**src/rtl/arpeggiator_n.sv**
```systemverilog
// N-key arpeggiator: plays held keys one at a time (up/down/ping-pong/random) or passes keys through; all outputs registered.
// Define ARP_RANDOM_EN to build the LFSR random order; without it mode 3 plays as up.
module arpeggiator_n #(
  parameter int NUM_KEYS = 8,
  parameter int CNT_W    = 16,
  parameter int IDX_W    = $clog2(NUM_KEYS)
) (
  input  logic                CLK,
  input  logic                RESET,
  input  logic                enable,
  input  logic [1:0]          mode,
  input  logic [CNT_W-1:0]    step_len,
  input  logic [CNT_W-1:0]    gate_len,
  input  logic [NUM_KEYS-1:0] keys,
  output logic [NUM_KEYS-1:0] key_on,
  output logic                step_pulse,
  output logic [IDX_W-1:0]    cur_idx,
  output logic                active
);

  typedef enum logic [1:0] {
    ST_BYPASS = 2'd0,
    ST_IDLE   = 2'd1,
    ST_PLAY   = 2'd2
  } state_t;

  localparam logic [1:0] MODE_DOWN = 2'd1;
  localparam logic [1:0] MODE_PP   = 2'd2;

  state_t              state_q, state_d;
  logic [CNT_W-1:0]    cnt_q, cnt_d;
  logic [IDX_W-1:0]    idx_q, idx_d;
  logic                dir_dn_q, dir_dn_d;
  logic [NUM_KEYS-1:0] key_on_q, key_on_d;
  logic                pulse_q, pulse_d;
  logic                active_q, active_d;

  logic                up_found, dn_found;
  logic [IDX_W-1:0]    up_idx, dn_idx, lo_idx, hi_idx, adv_idx;
  logic                adv_dir_dn;

  function automatic logic [IDX_W-1:0] lowest_of(input logic [NUM_KEYS-1:0] k);
    logic [IDX_W-1:0] r;
    r = '0;
    for (int i = NUM_KEYS - 1; i >= 0; i--) begin
      if (k[i]) r = IDX_W'(i);
    end
    return r;
  endfunction

  function automatic logic [IDX_W-1:0] highest_of(input logic [NUM_KEYS-1:0] k);
    logic [IDX_W-1:0] r;
    r = '0;
    for (int i = 0; i < NUM_KEYS; i++) begin
      if (k[i]) r = IDX_W'(i);
    end
    return r;
  endfunction

  // {found, index} of the nearest held key strictly above idx
  function automatic logic [IDX_W:0] above_of(input logic [NUM_KEYS-1:0] k,
                                              input logic [IDX_W-1:0]    idx);
    logic [IDX_W:0] r;
    r = '0;
    for (int i = NUM_KEYS - 1; i >= 0; i--) begin
      if (k[i] && (i > int'(idx))) r = {1'b1, IDX_W'(i)};
    end
    return r;
  endfunction

  function automatic logic [IDX_W:0] below_of(input logic [NUM_KEYS-1:0] k,
                                              input logic [IDX_W-1:0]    idx);
    logic [IDX_W:0] r;
    r = '0;
    for (int i = 0; i < NUM_KEYS; i++) begin
      if (k[i] && (i < int'(idx))) r = {1'b1, IDX_W'(i)};
    end
    return r;
  endfunction

  always_comb begin
    {up_found, up_idx} = above_of(keys, idx_q);
    {dn_found, dn_idx} = below_of(keys, idx_q);
    lo_idx             = lowest_of(keys);
    hi_idx             = highest_of(keys);
  end

`ifdef ARP_RANDOM_EN
  localparam logic [1:0] MODE_RAND = 2'd3;

  logic [15:0]      lfsr_q, lfsr_d;
  logic [IDX_W-1:0] rand_idx;

  // Held key at ascending position (r mod popcount)
  function automatic logic [IDX_W-1:0] pick_nth(input logic [NUM_KEYS-1:0] k,
                                                input logic [15:0]         r);
    int               pop;
    int               tgt;
    int               seen;
    logic [IDX_W-1:0] res;
    pop  = 0;
    seen = 0;
    res  = '0;
    for (int i = 0; i < NUM_KEYS; i++) begin
      if (k[i]) pop++;
    end
    tgt = (pop == 0) ? 0 : (int'(r) % pop);
    for (int i = 0; i < NUM_KEYS; i++) begin
      if (k[i]) begin
        if (seen == tgt) res = IDX_W'(i);
        seen++;
      end
    end
    return res;
  endfunction

  assign rand_idx = pick_nth(keys, lfsr_q);

  always_comb begin
    lfsr_d = lfsr_q;
    if (pulse_d) lfsr_d = {1'b0, lfsr_q[15:1]} ^ (lfsr_q[0] ? 16'hB400 : 16'h0000);
  end

  always_ff @(posedge CLK) begin
    if (RESET) lfsr_q <= 16'hACE1;
    else       lfsr_q <= lfsr_d;
  end
`endif

  // Index and direction taken at the next step boundary
  always_comb begin
    adv_idx    = up_found ? up_idx : lo_idx;
    adv_dir_dn = dir_dn_q;
    case (mode)
      MODE_DOWN: adv_idx = dn_found ? dn_idx : hi_idx;
      MODE_PP: begin
        if (!dir_dn_q) begin
          if (up_found) begin
            adv_idx = up_idx;
          end else begin
            adv_dir_dn = 1'b1;
            adv_idx    = dn_found ? dn_idx : idx_q;
          end
        end else begin
          if (dn_found) begin
            adv_idx = dn_idx;
          end else begin
            adv_dir_dn = 1'b0;
            adv_idx    = up_found ? up_idx : idx_q;
          end
        end
      end
`ifdef ARP_RANDOM_EN
      MODE_RAND: adv_idx = rand_idx;
`endif
      default: ;
    endcase
  end

  always_comb begin
    state_d  = state_q;
    cnt_d    = cnt_q;
    idx_d    = idx_q;
    dir_dn_d = dir_dn_q;
    pulse_d  = 1'b0;
    key_on_d = '0;

    if (!enable) begin
      state_d  = ST_BYPASS;
      cnt_d    = '0;
      dir_dn_d = 1'b0;
    end else begin
      case (state_q)
        ST_BYPASS: state_d = ST_IDLE;
        ST_IDLE: begin
          if (|keys) begin
            state_d = ST_PLAY;
            cnt_d   = '0;
            idx_d   = (mode == MODE_DOWN) ? hi_idx : lo_idx;
            pulse_d = 1'b1;
          end
        end
        ST_PLAY: begin
          if (keys == '0) begin
            state_d  = ST_IDLE;
            cnt_d    = '0;
            dir_dn_d = 1'b0;
          // >= also ends a step promptly if step_len is lowered below the running count
          end else if (!keys[idx_q] || (cnt_q >= step_len)) begin
            cnt_d    = '0;
            idx_d    = adv_idx;
            dir_dn_d = adv_dir_dn;
            pulse_d  = 1'b1;
          end else begin
            cnt_d = cnt_q + CNT_W'(1);
          end
        end
        default: state_d = ST_BYPASS;
      endcase
    end

    if (state_d == ST_BYPASS) begin
      key_on_d = keys;
    end else if ((state_d == ST_PLAY) && (cnt_d < gate_len) && keys[idx_d]) begin
      key_on_d = NUM_KEYS'(1) << idx_d;
    end
    active_d = (state_d == ST_PLAY);
  end

  always_ff @(posedge CLK) begin
    if (RESET) begin
      state_q  <= ST_BYPASS;
      cnt_q    <= '0;
      idx_q    <= '0;
      dir_dn_q <= 1'b0;
      key_on_q <= '0;
      pulse_q  <= 1'b0;
      active_q <= 1'b0;
    end else begin
      state_q  <= state_d;
      cnt_q    <= cnt_d;
      idx_q    <= idx_d;
      dir_dn_q <= dir_dn_d;
      key_on_q <= key_on_d;
      pulse_q  <= pulse_d;
      active_q <= active_d;
    end
  end

  assign key_on     = key_on_q;
  assign step_pulse = pulse_q;
  assign cur_idx    = idx_q;
  assign active     = active_q;

endmodule

```
**config.mk**
```make
export PLATFORM = sky130hd
export DESIGN_NAME = arpeggiator_n
export DESIGN_NICKNAME = d
export VERILOG_FILES = /design/src/rtl/arpeggiator_n.sv
export SDC_FILE = /design/constraint.sdc
export NUM_CORES = 1
export LEC_CHECK = 0
export CORE_MARGIN = 2
export CORE_UTILIZATION = 40
export DETAILED_ROUTE_END_ITERATION = 8
export DONT_BUFFER_PORTS = 1
export GPL_TIMING_DRIVEN = 1
export PLACE_DENSITY = 0.58
export SKIP_CTS_REPAIR_TIMING = 1
export SLEW_MARGIN = 20
export SYNTH_ARGS = -nofsm -noshare
export SYNTH_HDL_FRONTEND = slang
export SYNTH_SLANG_ARGS = --single-unit
```
**constraint.sdc**
```tcl
create_clock -name CLK -period 8.3 [get_ports CLK]
set_input_delay 0.83 -clock CLK [delete_from_list [all_inputs] [get_ports CLK]]
set_output_delay 0.83 -clock CLK [all_outputs]
set_load 0.005 [all_outputs]
```
==> results of run 1 <==
[per-layer routing]
layer  global-route usage  share of wire  wire (µm)  vias up
met5                    0              0          0        -
met4               0.0421         0.0085         86        0
met3               0.0372          0.056        563       10
met2                0.297           0.42       4280      128
met1                0.317           0.51       5150     1619
li1                     -              -          -     1728
[path summary, 6_finish.rpt]
kind                startpoint         to
setup / recovery  step_len[10]  key_on[1]
hold / removal        cnt_q[0]   cnt_q[0]
hold reg to reg       cnt_q[0]   cnt_q[0]
setup reg to reg      cnt_q[0]  key_on[1]
[Yosys cell counts (4+ instances only)]
cell type	number	area, µm²
nor2b_1	18	113
buf_2	10	50.1
and2_1	6	37.5
a21o_1	4	30.0
nand4_1	5	31.3
ha_1	38	475
nor2_1	22	82.6
o2111ai_1	5	43.8
nand3_1	17	85.1
nand2b_1	8	50.1
dfxtp_1	32	641
nand3b_1	6	45.0
o211ai_1	5	37.5
nor3_1	7	35.0
o31ai_1	6	45.0
nor3b_1	5	37.5
inv_1	45	169
clkbuf_1	8	30.0
nand2_1	45	169
a31oi_1	5	31.3
a211oi_1	4	30.0
a21boi_0	10	75.1
o21ai_0	29	145
and3_1	9	56.3
a21oi_1	31	155
nor4_1	12	75.1
[registers in the layout, indices dropped and copies added (netlist names)]
signal,count
dir_dn_q,1
cnt_q,16
step_pulse,1
active,1
key_on,8
state_q,2
cur_idx,3
[power groups by stage]
stage / clock [µW] / sequential, µW / combinational, µW
finish: 123 / 158 / 62.7
global route: 131 / 159 / 70.8
CTS: 126 / 158 / 62.5
detailed placement: 0 / 162 / 62.0
global placement: 0 / 162 / 61.2
floorplan: 0 / 161 / 58.3
[metrics by stage]
step	cell area [µm²]	hold WS, ns	util	total power [µW]	cells
after global routing	3710	0.569	0.424	360	570
after detailed placement	3630	0.517	0.414	224	562
after floorplan	3620	0.485	-	219	478
after CTS	3710	0.528	0.424	347	570
after global placement	3630	0.520	0.414	223	562
final	3710	0.534	0.424	344	570
[layout make-up]
class / instances / area, µm²
fillers: 894 / 5050
multi-input cells: 374 / 2660
flip-flops and latches: 32 / 641
inverters: 47 / 179
well taps: 108 / 135
clock buffers: 5 / 68.8
clock inverters: 3 / 18.8
repair buffers: 1 / 7.51
[worst max-delay path, cell delays in order]
cell and delay, ns:
inv_1 0.03, ha_1 0.32, a21o_1 0.19, a21oi_1 0.25, and3_1 0.24, a221o_1 0.28, and4_1 0.59, nand2_1 0.10
o21ai_0 0.23, and2_1 0.16, ha_1 0.25, a21oi_1 0.16, o21ai_0 0.09, nor3b_1 0.14, a2111oi_0 0.36, nand3_1 0.14
nor2_1 0.21, or4b_4 0.54, o31ai_2 0.23
[cells by family (layout without fill, tap and decap cells)]
group | Yosys count | count (layout)
muxes | 3 | 3
adders and majority gates | 38 | 38
AOI/OAI and AO/OA | 154 | 154
DFF | 32 | 32
and+or+nand+nor | 179 | 179
buffers and inverters | 72 | 56
==> reports/metrics.yaml, run 1 <==
status: "finished, final reports clean"
grt_antenna_before_repair: 0
synth_top_family_by_area: "compound AO/OA/AOI/OAI gates"
hp-class: "reg -> reg"
grt_pass1_vias: 3191
syn_area_mm2: 0.00362
clk_path_buf_depth: 2
async_flop_share: 0
synthFlopType: "dfxtp_1"
layout_common_cells: "45 x inv_1, 45 x nand2_1, 38 x ha_1"
io_pins: 58
die_y_um: 99.2
synth_seq_cells: 32
synth_fa_ha_area_frac: 0.131
cp.arrival_ns: 5.33
fmax_mhz: 195
hold_depth: 2
p_sw_uw: 104
slew_headroom: 0.277
die_area_mm2: 0.00984
synth_edf_count: 0
swShare: 0.303
period_minus_slack_ns: 5.13
overflow: 0
nets: 544
ir_worst_vdd_mv: 0.0486
combinationalPowerShare: 0.182
routed_wl_mm: 10.1
preCtsSetupSlack_ns: 2.97
drtIter0Drc: 375
syn_area_per_cell_um2: 7.58
synthDistinctLibCells: 76
synth_compound_area_frac: 0.312
crit_path_max_fanout: 13
wl_per_cell_um: 17.7
yosysWarnings: 0
tightest_slew_ns: 1.08
core-area_mm2: 0.00876
fin_ws_ns: 3.17
setup_tns_ns: 0
antenna_left: 0
drv_slew: 0
synth-xor-area-share: 0
insertion_delay_ns: 0.29
num_rows: 34
io_buffers: 0
drive_gt1_frac: 0.0887
dieWidth_um: 99.2
vias_per_cell: 6.11
cts_tree: "built"
grt_max_degree: 26
clock_sinks: 32
num_antenna_cells: 0
cap_violations: 0
clock_skew_ns: 0.00717
synth_seq_area_share: 0.177
drt_first_pass_iters: 4
cp_data_required_time_ns: 8.51
ff2ff_path_depth: 19
grt_first_pass_wirelength_mm: 16.5
gr-usage-all-layers: 0.205
crit_path_end_kind: "register"
drc_errors: 0
start_kind: "input pin"
power.share.sequential: 0.461
syn_inst: 478
yosys.area_share.simple: 0.275
crit_type: "in -> reg"
initial_core_util: 0.413
rsz0062_at_grt: "no"
powerDensity_mw_per_mm2: 92.6
h-tree-depth: 2
synthMuxAreaShare: 0.0166
synth_fp_nets: 561
cts_buffers: 5
intPower_uw: 240
cts_root_buf: "clkbuf_8"
area_growth_syn_to_layout_pct: 2.49
fin_crit_sh: 0.618
p_leak_uw: 0.00150
r2r_slack_ns: 3.24
clk_pin_slew_worst_paths_ns: 0.07
finalSetupViolCount: 0
gp_congestion: 0.862
finalHoldViolCount: 0
place_hpwl_mm: 7.77
routed-via-count: 3485
clockPowerShare: 0.357
(Power assumes the default switching activity.)
==> run 2, diff against run 1 <==
Clock period 8.3 ns to 5.3 ns, I/O delays scaled along.
==> run 2 against run 1 <==
Largest power group unchanged. First-iteration DRC count fell by 50%. Critical endpoint is now key_on[5]. Critical path type is now reg -> reg. Clock-buffer cell count did not move. Largest cell class unchanged. Sequential cell count did not move.
==> reports/metrics.yaml, run 2 (synthesized netlist as in run 1, its figures left out) <==
status: "finished, final reports clean"
place_hpwl_mm: 7.93  # +2.1%
hp-class: "in -> reg"
num_antenna_cells: 0  # unchanged
ff2ff_path_depth: 19  # unchanged
design_area_mm2: 0.00376  # +1.3%
clock_skew_ns: 0.00525  # -0.00191 ns
core-area_mm2: 0.00876  # unchanged
grt_first_pass_wirelength_mm: 16.6  # +0.38%
holdWs_ns: 0.307  # -0.228 ns
critPathSlowestCell: "a221oi_2"
combinationalPowerShare: 0.188  # +0.006
powerDensity_mw_per_mm2: 143  # +54%
routed-via-count: 3518  # +0.95%
clock_sinks: 32  # unchanged
crit_path_max_fanout: 8  # -5
crit_chain: "inv_1 > ha_1 > or3b_1 > o2111ai_1 > a31o_2 > a221oi_2 > buf_4 > nor4_1 > o21ai_0 > a21boi_0 > ha_1 > a21oi_1 > o21ai_0 > nor3b_1 > a2111oi_1 > nand3_1 > nor2_1 > or4b_4 > o41ai_2"
finalSetupViolCount: 0  # unchanged
final_util: 0.429  # +0.00542
die_area_mm2: 0.00984  # unchanged
drc_errors: 0  # unchanged
drtIter0Drc: 188  # -50%
vias_per_cell: 6.11  # -0.10%
drt_first_pass_iters: 4  # unchanged
setup_tns_ns: 0  # unchanged
top_register: "cnt_q"
nets: 550  # +1.1%
overflow: 0  # unchanged
layout_common_cells: "45 x inv_1, 45 x nand2_1, 38 x ha_1"
power.share.sequential: 0.461  # about the same
slowest_delay_ns: 0.68  # +0.09 ns
gr-usage-all-layers: 0.208  # +0.00229
clk_pin_slew_worst_paths_ns: 0.07  # about the same
slew_headroom: 0.472  # +0.195
routed_wl_mm: 10.2  # +1.2%
period_minus_slack_ns: 4.78
cts_buffers: 5  # unchanged
crit_path_end_kind: "register"
crit_type: "reg -> reg"
swShare: 0.298  # -0.00432
io_buffers: 0  # unchanged
cts_tree: "built"
wl_per_cell_um: 17.7  # about the same
start_kind: "register"
cts_root_buf: "clkbuf_8"
rsz0062_at_grt: "no"
timing.rr.end: "key_on[5]"
cp.arrival_ns: 4.97  # -0.36 ns
p_leak_uw: 0.00153  # +2.1%
dp.cells: 568  # +1.1%
dieWidth_um: 99.2  # unchanged
gp_congestion: 0.851  # -1.3%
tightest_slew_ns: 0.789  # -0.296 ns
largest_register_ffs: 16  # unchanged
p_sw_uw: 160  # +54%
cap_violations: 0  # unchanged
r2r_slack_ns: 0.52  # -2.72 ns
drive_gt1_frac: 0.103  # +0.0138
fmax_mhz: 209
grt_antenna_before_repair: 0  # unchanged
die_y_um: 99.2  # unchanged
grt_pass1_vias: 3213  # +0.69%
clockPowerShare: 0.351  # -0.006
intPower_uw: 377  # +57%
grt_max_degree: 26  # unchanged
fin_crit_sh: 0.903
insertion_delay_ns: 0.28  # about the same
worstReg2RegStart: "cnt_q[0]"
antenna_left: 0  # unchanged
finalHoldViolCount: 0  # unchanged
cp_data_required_time_ns: 5.48  # -3.03 ns
ir_worst_vdd_mv: 0.102  # +110%
io_pins: 58  # unchanged
area_growth_syn_to_layout_pct: 3.80
crit_path_start: "cnt_q[0]"
place_area_mm2: 0.00367  # +1.2%
clk_path_buf_depth: 2  # unchanged
hold_depth: 1  # -1
final_cells: 576  # +1.1%
crit_path_end: "key_on[5]"
drv_slew: 0  # unchanged
initial_core_util: 0.413  # unchanged
h-tree-depth: 2  # unchanged
num_rows: 34  # unchanged
-- run 2: worst min-delay path by stage --
stage / start / end / slack, ns
floorplan: cnt_q[0] / cnt_q[0] / 0.48
global placement: cnt_q[0] / cnt_q[0] / 0.51
detailed placement: cnt_q[0] / cnt_q[0] / 0.51
CTS: RESET / cnt_q[12] / 0.30
global route: RESET / cnt_q[13] / 0.30
finish: RESET / cnt_q[1] / 0.31
-- run 2: metrics by stage --
| stage | power [µW] | setup slack [ns] |
|---|---|---|
| global route | 565 | 0.0105 |
| finish | 537 | 0.516 |
| floorplan | 344 | 0.899 |
| global placement | 352 | 0.489 |
| CTS | 541 | 0.482 |
| detailed placement | 353 | 0.407 |
-- run 2: layout make-up --
class | count | area [µm²]
Sequential cell | 32 | 641
Multi-Input combinational cell | 374 | 2670
Clock inverter | 3 | 18.8
Fill cell | 889 | 5000
Tap cell | 108 | 135
Clock buffer | 5 | 68.8
Inverter | 47 | 179
Timing Repair Buffer | 7 | 52.6
-- run 2: routing by layer --
metal / vias up / share of wire / GRT usage / routed length (µm)
li1: 1747 / - / - / -
met1: 1625 / 0.49 / 0.310 / 5000
met2: 138 / 0.43 / 0.313 / 4350
met3: 8 / 0.072 / 0.0351 / 735
met4: 0 / 0.010 / 0.0453 / 104
met5: - / 0 / 0 / 0
-- run 2: critical path: cells and delay by family, from the launching register on --
kind	cells	cell delay [ns]
buf+inv	2	0.42
simple gates	6	1.19
compound gates	9	2.14
fa+ha+maj	2	0.53
flops	1	0.38
-- run 2: power groups by stage --
| stage | clock network, µW | logic (µW) | registers (µW) |
|---|---|---|---|
| floorplan | 0 | 91.3 | 252 |
| global placement | 0 | 98.4 | 253 |
| detailed placement | 0 | 99.5 | 253 |
| CTS | 193 | 100 | 248 |
| global route | 205 | 113 | 248 |
| finish | 188 | 101 | 248 |
